==> config.mk <==
export PLATFORM = sky130hd
export DESIGN_NAME = mem_arbiter
export DESIGN_NICKNAME = d
export VERILOG_FILES = /design/src/rtl/mem_arbiter_pkg.sv /design/src/rtl/mem_arbiter_pick.sv /design/src/rtl/mem_arbiter.sv
export SDC_FILE = /design/constraint.sdc
export NUM_CORES = 1
export LEC_CHECK = 0
export ABC_AREA = 1
export BUFFER_PORTS_ARGS = -buffer_cell sky130_fd_sc_hd__buf_2
export CAP_MARGIN = 5
export CORE_MARGIN = 2
export CORE_UTILIZATION = 47
export DETAILED_ROUTE_END_ITERATION = 8
export GPL_TIMING_DRIVEN = 0
export PLACE_DENSITY = 0.88
export SYNTH_ARGS = -nofsm -noshare
export SYNTH_HDL_FRONTEND = slang
export SYNTH_HIERARCHICAL = 1
export SYNTH_SLANG_ARGS = --single-unit
==> constraint.sdc <==
create_clock -name clk -period 1.7 [get_ports clk]
set_input_delay 0.17 -clock clk [delete_from_list [all_inputs] [get_ports clk]]
set_output_delay 0.17 -clock clk [all_outputs]
set_load 0.01 [all_outputs]
==> src/rtl/mem_arbiter_pkg.sv <==
// mem_arbiter_pkg: shared FSM states, requester IDs and default sizes for the memory arbiter
package mem_arbiter_pkg;

    typedef enum logic [1:0] {IDLE, ACCESS, RESP} state_e;

    typedef enum logic {FETCH, DATA} req_id_e;

    localparam int N_DEF     = 32;
    localparam int DEPTH_DEF = 256;

endpackage

==> src/rtl/mem_arbiter_pick.sv <==
// mem_arb_pick: chooses the requester granted this cycle (fixed data-first, or round-robin with MEM_ARB_RR_EN)
module mem_arb_pick
    import mem_arbiter_pkg::*;
(
`ifdef MEM_ARB_RR_EN
    input  logic    clk,
    input  logic    rst_n,
    input  logic    grant_i,
`endif
    input  logic    if_req_i,
    input  logic    d_req_i,
    output req_id_e win_o
);

`ifdef MEM_ARB_RR_EN
    req_id_e last_q;

    // Remember who was granted last; reset value FETCH makes the data requester win first.
    always_ff @(posedge clk or negedge rst_n) begin
        if (!rst_n)
            last_q <= FETCH;
        else if (grant_i)
            last_q <= win_o;
    end

    assign win_o = (if_req_i && d_req_i) ? ((last_q == DATA) ? FETCH : DATA)
                                         : (d_req_i ? DATA : FETCH);
`else
    assign win_o = d_req_i ? DATA : FETCH;
`endif

endmodule

==> src/rtl/mem_arbiter.sv <==
// mem_arbiter: arbitrates fetch and data requesters onto one byte-addressed word memory; MEM_ARB_RR_EN selects round-robin
module mem_arbiter
    import mem_arbiter_pkg::*;
#(
    parameter int N     = N_DEF,
    parameter int DEPTH = DEPTH_DEF
) (
    input  logic         clk,
    input  logic         rst_n,
    input  logic         if_req,
    input  logic [N-1:0] if_addr,
    output logic         if_ack,
    output logic [N-1:0] if_rdata,
    input  logic         d_req,
    input  logic         d_we,
    input  logic [N-1:0] d_addr,
    input  logic [N-1:0] d_wdata,
    output logic         d_ack,
    output logic [N-1:0] d_rdata,
    output logic         err,
    output logic [N-1:0] mem_addr,
    output logic         mem_we,
    output logic [N-1:0] mem_wdata,
    input  logic [N-1:0] mem_rdata,
    output logic         busy
);

    state_e       state_q;
    req_id_e      win_q;
    logic         ok_q;
    logic         mem_we_q;
    logic [N-1:0] mem_addr_q;
    logic [N-1:0] mem_wdata_q;
    logic         if_ack_q;
    logic         d_ack_q;
    logic         err_q;
    logic [N-1:0] if_rdata_q;
    logic [N-1:0] d_rdata_q;

    req_id_e      win_d;
    logic         grant_d;
    logic [N-1:0] addr_d;
    logic [N:0]   end_d;
    logic         ok_d;

    assign grant_d = (state_q == IDLE) && (if_req || d_req);
    assign addr_d  = (win_d == DATA) ? d_addr : if_addr;
    // Widened by one bit so a word near the top of the address space cannot wrap into range.
    assign end_d   = {1'b0, addr_d} + (N+1)'(3);
    assign ok_d    = end_d <= (N+1)'(DEPTH - 1);

    mem_arb_pick u_pick (
`ifdef MEM_ARB_RR_EN
        .clk      (clk),
        .rst_n    (rst_n),
        .grant_i  (grant_d),
`endif
        .if_req_i (if_req),
        .d_req_i  (d_req),
        .win_o    (win_d)
    );

    // Transaction FSM: latch the winner in IDLE, drive memory in ACCESS, pulse ack in RESP.
    always_ff @(posedge clk or negedge rst_n) begin
        if (!rst_n) begin
            state_q     <= IDLE;
            win_q       <= DATA;
            ok_q        <= 1'b0;
            mem_we_q    <= 1'b0;
            mem_addr_q  <= '0;
            mem_wdata_q <= '0;
            if_ack_q    <= 1'b0;
            d_ack_q     <= 1'b0;
            err_q       <= 1'b0;
            if_rdata_q  <= '0;
            d_rdata_q   <= '0;
        end else begin
            mem_we_q <= 1'b0;
            if_ack_q <= 1'b0;
            d_ack_q  <= 1'b0;
            err_q    <= 1'b0;
            case (state_q)
                IDLE: if (grant_d) begin
                    state_q     <= ACCESS;
                    win_q       <= win_d;
                    ok_q        <= ok_d;
                    mem_addr_q  <= addr_d;
                    mem_wdata_q <= (win_d == DATA) ? d_wdata : '0;
                    mem_we_q    <= (win_d == DATA) && d_we && ok_d;
                end
                ACCESS: begin
                    state_q <= RESP;
                    err_q   <= !ok_q;
                    if (win_q == DATA) begin
                        d_ack_q   <= 1'b1;
                        d_rdata_q <= ok_q ? mem_rdata : '0;
                    end else begin
                        if_ack_q   <= 1'b1;
                        if_rdata_q <= ok_q ? mem_rdata : '0;
                    end
                end
                default: state_q <= IDLE;
            endcase
        end
    end

    assign busy      = state_q != IDLE;
    assign mem_we    = mem_we_q;
    assign mem_addr  = mem_addr_q;
    assign mem_wdata = mem_wdata_q;
    assign if_ack    = if_ack_q;
    assign d_ack     = d_ack_q;
    assign err       = err_q;
    assign if_rdata  = if_rdata_q;
    assign d_rdata   = d_rdata_q;

endmodule

==> results.txt <==
After detailed routing, the total wire length is 22.7 mm. The die is 124 um tall. For the worst setup path, the data required time is 2.05 ns.

At the end of routability-driven placement, the weighted congestion stood at 0.917. The worst register-to-register path begins at state_q[1]. On the final layout, the worst clock skew is 0.00944 ns.

The maximum net fanout on the critical path came out at 6. The layout overhead on the synthesized area is 42.0%. The max-slew headroom at the worst pin is 58.9%. TritonCTS built the clock tree. The cell depth of the worst setup path came out at 19. Entering global routing, the biggest net connects 74 pins.

The post-synthesis instance total came out at 837. The final-stage net count is 1,304. The flow ran to the end, but the final reports show violations.

The number of synthesized register bits is 136. The net count of the mapped netlist came out at 971. Cell internal power was estimated by the tool at 8.14 mW. The analysis attributes to cell leakage a power of 5.17 nW. The total of endpoints with negative setup slack in the final report is 2. The layout filler cell count is 1,085. No sink is reached through more buffers than the 2 on the longest clock path.

The standard cell area after detailed placement came out at 8430 um^2. The minimum period implied by the final worst setup slack is 1.87 ns. Among all cell types in the netlist, the one instantiated most often is nand2_1. The first-pass GRT wire length is 33.9 mm.

The count of input and output buffers came out at 265. The largest total area in the synthesized netlist belongs to dfrtp_1. The number of antenna repair diodes is 0. The average vias per placed instance came out at 5.22. Ranked by total cell area, the synthesized netlist is headed by dfrtp_1, nand2_1, o21ai_0. Setup repair after global routing could not meet its margin everywhere. In the post-route analysis, the smallest setup slack over all paths is -0.171 ns. met2 is the most crowded layer. The critical path goes through buf_8 -> buf_8 -> buf_12 -> nand2_4 -> nand2_4 -> ha_4 -> inv_4 -> nand2_4 -> nor2_4 -> nand2_2 -> nor2_4 -> buf_4 -> nand3_1 -> xor2_1 -> nor2_1 -> nand3_1 -> nor2_2 -> nand3_1 -> nand2_1. The power share of the combinational group is 32.8%. The clock reaches the later pin of the worst-skew pair after 0.42 ns. Counting flops with an async set or reset pin after synthesis yields a share of 100%.

The path class of the tightest hold or removal check is in -> reg. The number of max-cap violations came out at 0. The end point of the critical path is ok_q. Derived from the worst setup path, the maximum achievable clock frequency is 535 MHz.

The max-slew violation count is 0. The proportion of synthesized chip area in sequential cells is 50.1%. Net switching is 35.7% of the power. The horizontal extent of the die is 124 um.

After synthesis, the largest area contributor takes up 49.8% of total cell area. The worst setup slack before clock tree synthesis came out at -0.778 ns. The count of vias placed by the detailed router came out at 7,109.

The switching power is 4.51 mW. The leftover overflow at the end of global routing is 0. The synthesized cell area came out at 6790 um^2. The number of antenna violations at the first check in global routing came out at 0. The data arrival time of the critical path came out at 2.22 ns. The critical path starts at d_req. The critical path in this run is classified as in -> reg. After floorplanning, the core was sized to cover 14,000 um^2. The DRC violation count after routing is 0. The register-to-register setup slack came out at 0.05 ns. The worst setup path is captured at a register. The number of violations reported at the end of detailed-routing iteration 0 came out at 603. In this design, the stage delay of the slowest critical-path cell is 0.17 ns. The number of enable-type register cells in the synthesized netlist is 0. The total routing usage reported by global routing is 29.0%. The worst-case vdd ir drop came out at 0.672 mV. The met1 track demand over resource came out at 33.9%. The depth of the CTS H-tree came out at 4. In this run the clock root is driven by a clkbuf_16. The most used flip-flop cell after synthesis is dfrtp_1. In this run the mean area of a mapped cell was 8.11 um^2. After clock tree synthesis, the clock-pin slew on the worst setup and hold paths is 0.06 ns. Row generation in the floorplan step produced 43 rows. The remaining antenna violation count after routing is 0. The sequential power share is 36.0%. Among cell families on the critical path, the largest total delay comes from simple AND/OR/NAND/NOR gates. Cells fill 69.0% of the core in the end. Counting both buffers and inverters, the worst setup path holds a total of 5. The final clock period utilization by the worst path came out at 110%. The HPWL after detailed placement is 16.6 mm. The floorplan step defined a die boundary enclosing 15,400 um^2. Counting cells, the worst reg-to-reg path comes to 6. Dividing total power by cell area gives a power density of 1310 nW/um^2. The fraction of final layout cells with drive strength greater than 1 came out at 36.1%. The element type at the critical path start is a primary input. The routed wirelength normalized by instance count is 16.7 um. After routing the design area is 9650 um^2.

Hold is met by 0.0154 ns. The commonest cells after synthesis are nand2_1, dfrtp_1, o21ai_0. The footprint of the flip-flops and latches came out at 3400 um^2. The via count of the first global-routing pass is 6,825.

The endpoint of the worst register-to-register path is mem_wdata[10]. The Yosys step of the flow raised 6 warnings. The TritonCTS buffer count is 17. The slowest cell on the critical path is nor2_4. The met3 track utilization from global routing is 5.36%. The number of hold violations in the final report is 0. The final reports fail on negative setup slack. After synthesis, the netlist uses 35 different library cells.

The first-pass iteration count of the detailed router came out at 7. The area of combinational cells with multiple inputs came out at 2960 um^2. The initial core utilization came out at 48.5%. For the pin with the worst max-slew slack, the measured transition is 0.616 ns. The met2 global-route usage is 51.4%. The number of placed I/O pins came out at 266. The count of clock tree sinks came out at 136. The portion of total power attributed to the clock network is 31.2%.
==> area by class of cell <==
class                      count  share of cell area (%)
buffer                        39                    2.83
sequential                   136                    35.3
multi-input combinational    584                    30.7
timing repair buffer         315                    19.1
tap                          180                    2.33
inverter                      77                    3.10
clock inverter                13                    2.01
clock buffer                  19                    4.59
==> placed cells by master, fill, tap and decap left out, types with 2 or more instances in the layout <==
master           n
clkinv_4         3
inv_2           10
o21ai_1         11
nand3b_1         2
nand2_4         11
clkbuf_4         4
inv_1           64
buf_2          263
nor3_1           6
clkbuf_16       17
dfrtp_1        135
buf_12           4
clkbuf_2        15
buf_4           15
dlygate4sd3_1   33
buf_6            7
xor2_1           6
nand2_1        272
nand2_2         26
nand4_1         10
clkbuf_1        11
a31oi_1          3
nor2_1          45
bufinv_16        4
o21ai_0         99
clkinvlp_4       3
nand3_1         23
buf_8            2
o21ai_2          9
nor2_4          12
inv_8            2
nand3_2          2
a22o_1          32
nor2_2           9
==> how the worst min path moves through the flow <==
stage	startpoint	endpoint	slack (ns)	cells past startpoint
2_1_floorplan	rst_n	d_ack	-0.13	0
3_3_place_gp	d_wdata[23]	mem_wdata[23]	0.39	2
3_5_place_dp	rst_n	if_rdata[11]	0.19	1
4_1_cts	d_wdata[2]	mem_wdata[2]	0.002	2
5_1_grt	d_wdata[2]	mem_wdata[2]	0.02	2
6_report	d_wdata[2]	mem_wdata[2]	0.02	2
==> through the flow <==
| stage | TNS [ns] | instances | power (mW) |
|---|---|---|---|
| detailed placement | -16.81 | 1283 | 8.49 |
| global route | -1.50 | 1363 | 13.3 |
| finish | -0.326 | 1363 | 12.7 |
| floorplan | -0.531 | 837 | 6.66 |
| global placement | -190.71 | 1282 | 8.34 |
| CTS | -0.268 | 1357 | 12.6 |
==> metal layers <==
layer	vias to the layer above	wire length, um	share of wire, %
met3	60	1560	6.9
met1	3371	8890	39
met4	0	664	2.9
met5	-	0	0
li1	3351	-	-
met2	327	11600	51
==> power groups by stage <==
stage	logic, mW	registers [mW]	clock network (mW)
after floorplan	1.76	4.90	0
after global placement	3.81	4.52	0
after detailed placement	3.94	4.55	0
after CTS	4.07	4.52	3.97
after global routing	4.54	4.62	4.11
final	4.15	4.55	3.95
==> timing repair <==
item,CTS,global route
buffers inserted,10,6
resized for setup,17,50
pin swaps,15,17
hold buffers,33,0
endpoints found under the setup margin,64,75
endpoints found under the hold margin,94,0
cloned,0,0
==> kinds of logic (layout without fill, tap and decap cells) <==
| kind of cell | after synthesis | after routing | share of synthesized area [%] |
|---|---|---|---|
| and+or+nand+nor | 421 | 421 | 27.4 |
| AOI/OAI and AO/OA | 156 | 156 | 13.7 |
| DFF | 136 | 136 | 50.1 |
| buffers and inverters | 117 | 463 | 7.79 |
| xor gates and xnor gates | 6 | 6 | 0.774 |
| adders and majority gates | 1 | 1 | 0.184 |
==> registers in the layout (all words and copies together) (netlist names) <==
name / flops
err: 1
mem_addr: 32
mem_we: 1
if_ack: 1
win_q: 1
state_q: 2
ok_q: 1
d_rdata: 32
if_rdata: 32
d_ack: 1
mem_wdata: 32
No activity file was read; power rests on OpenSTA's default activity.
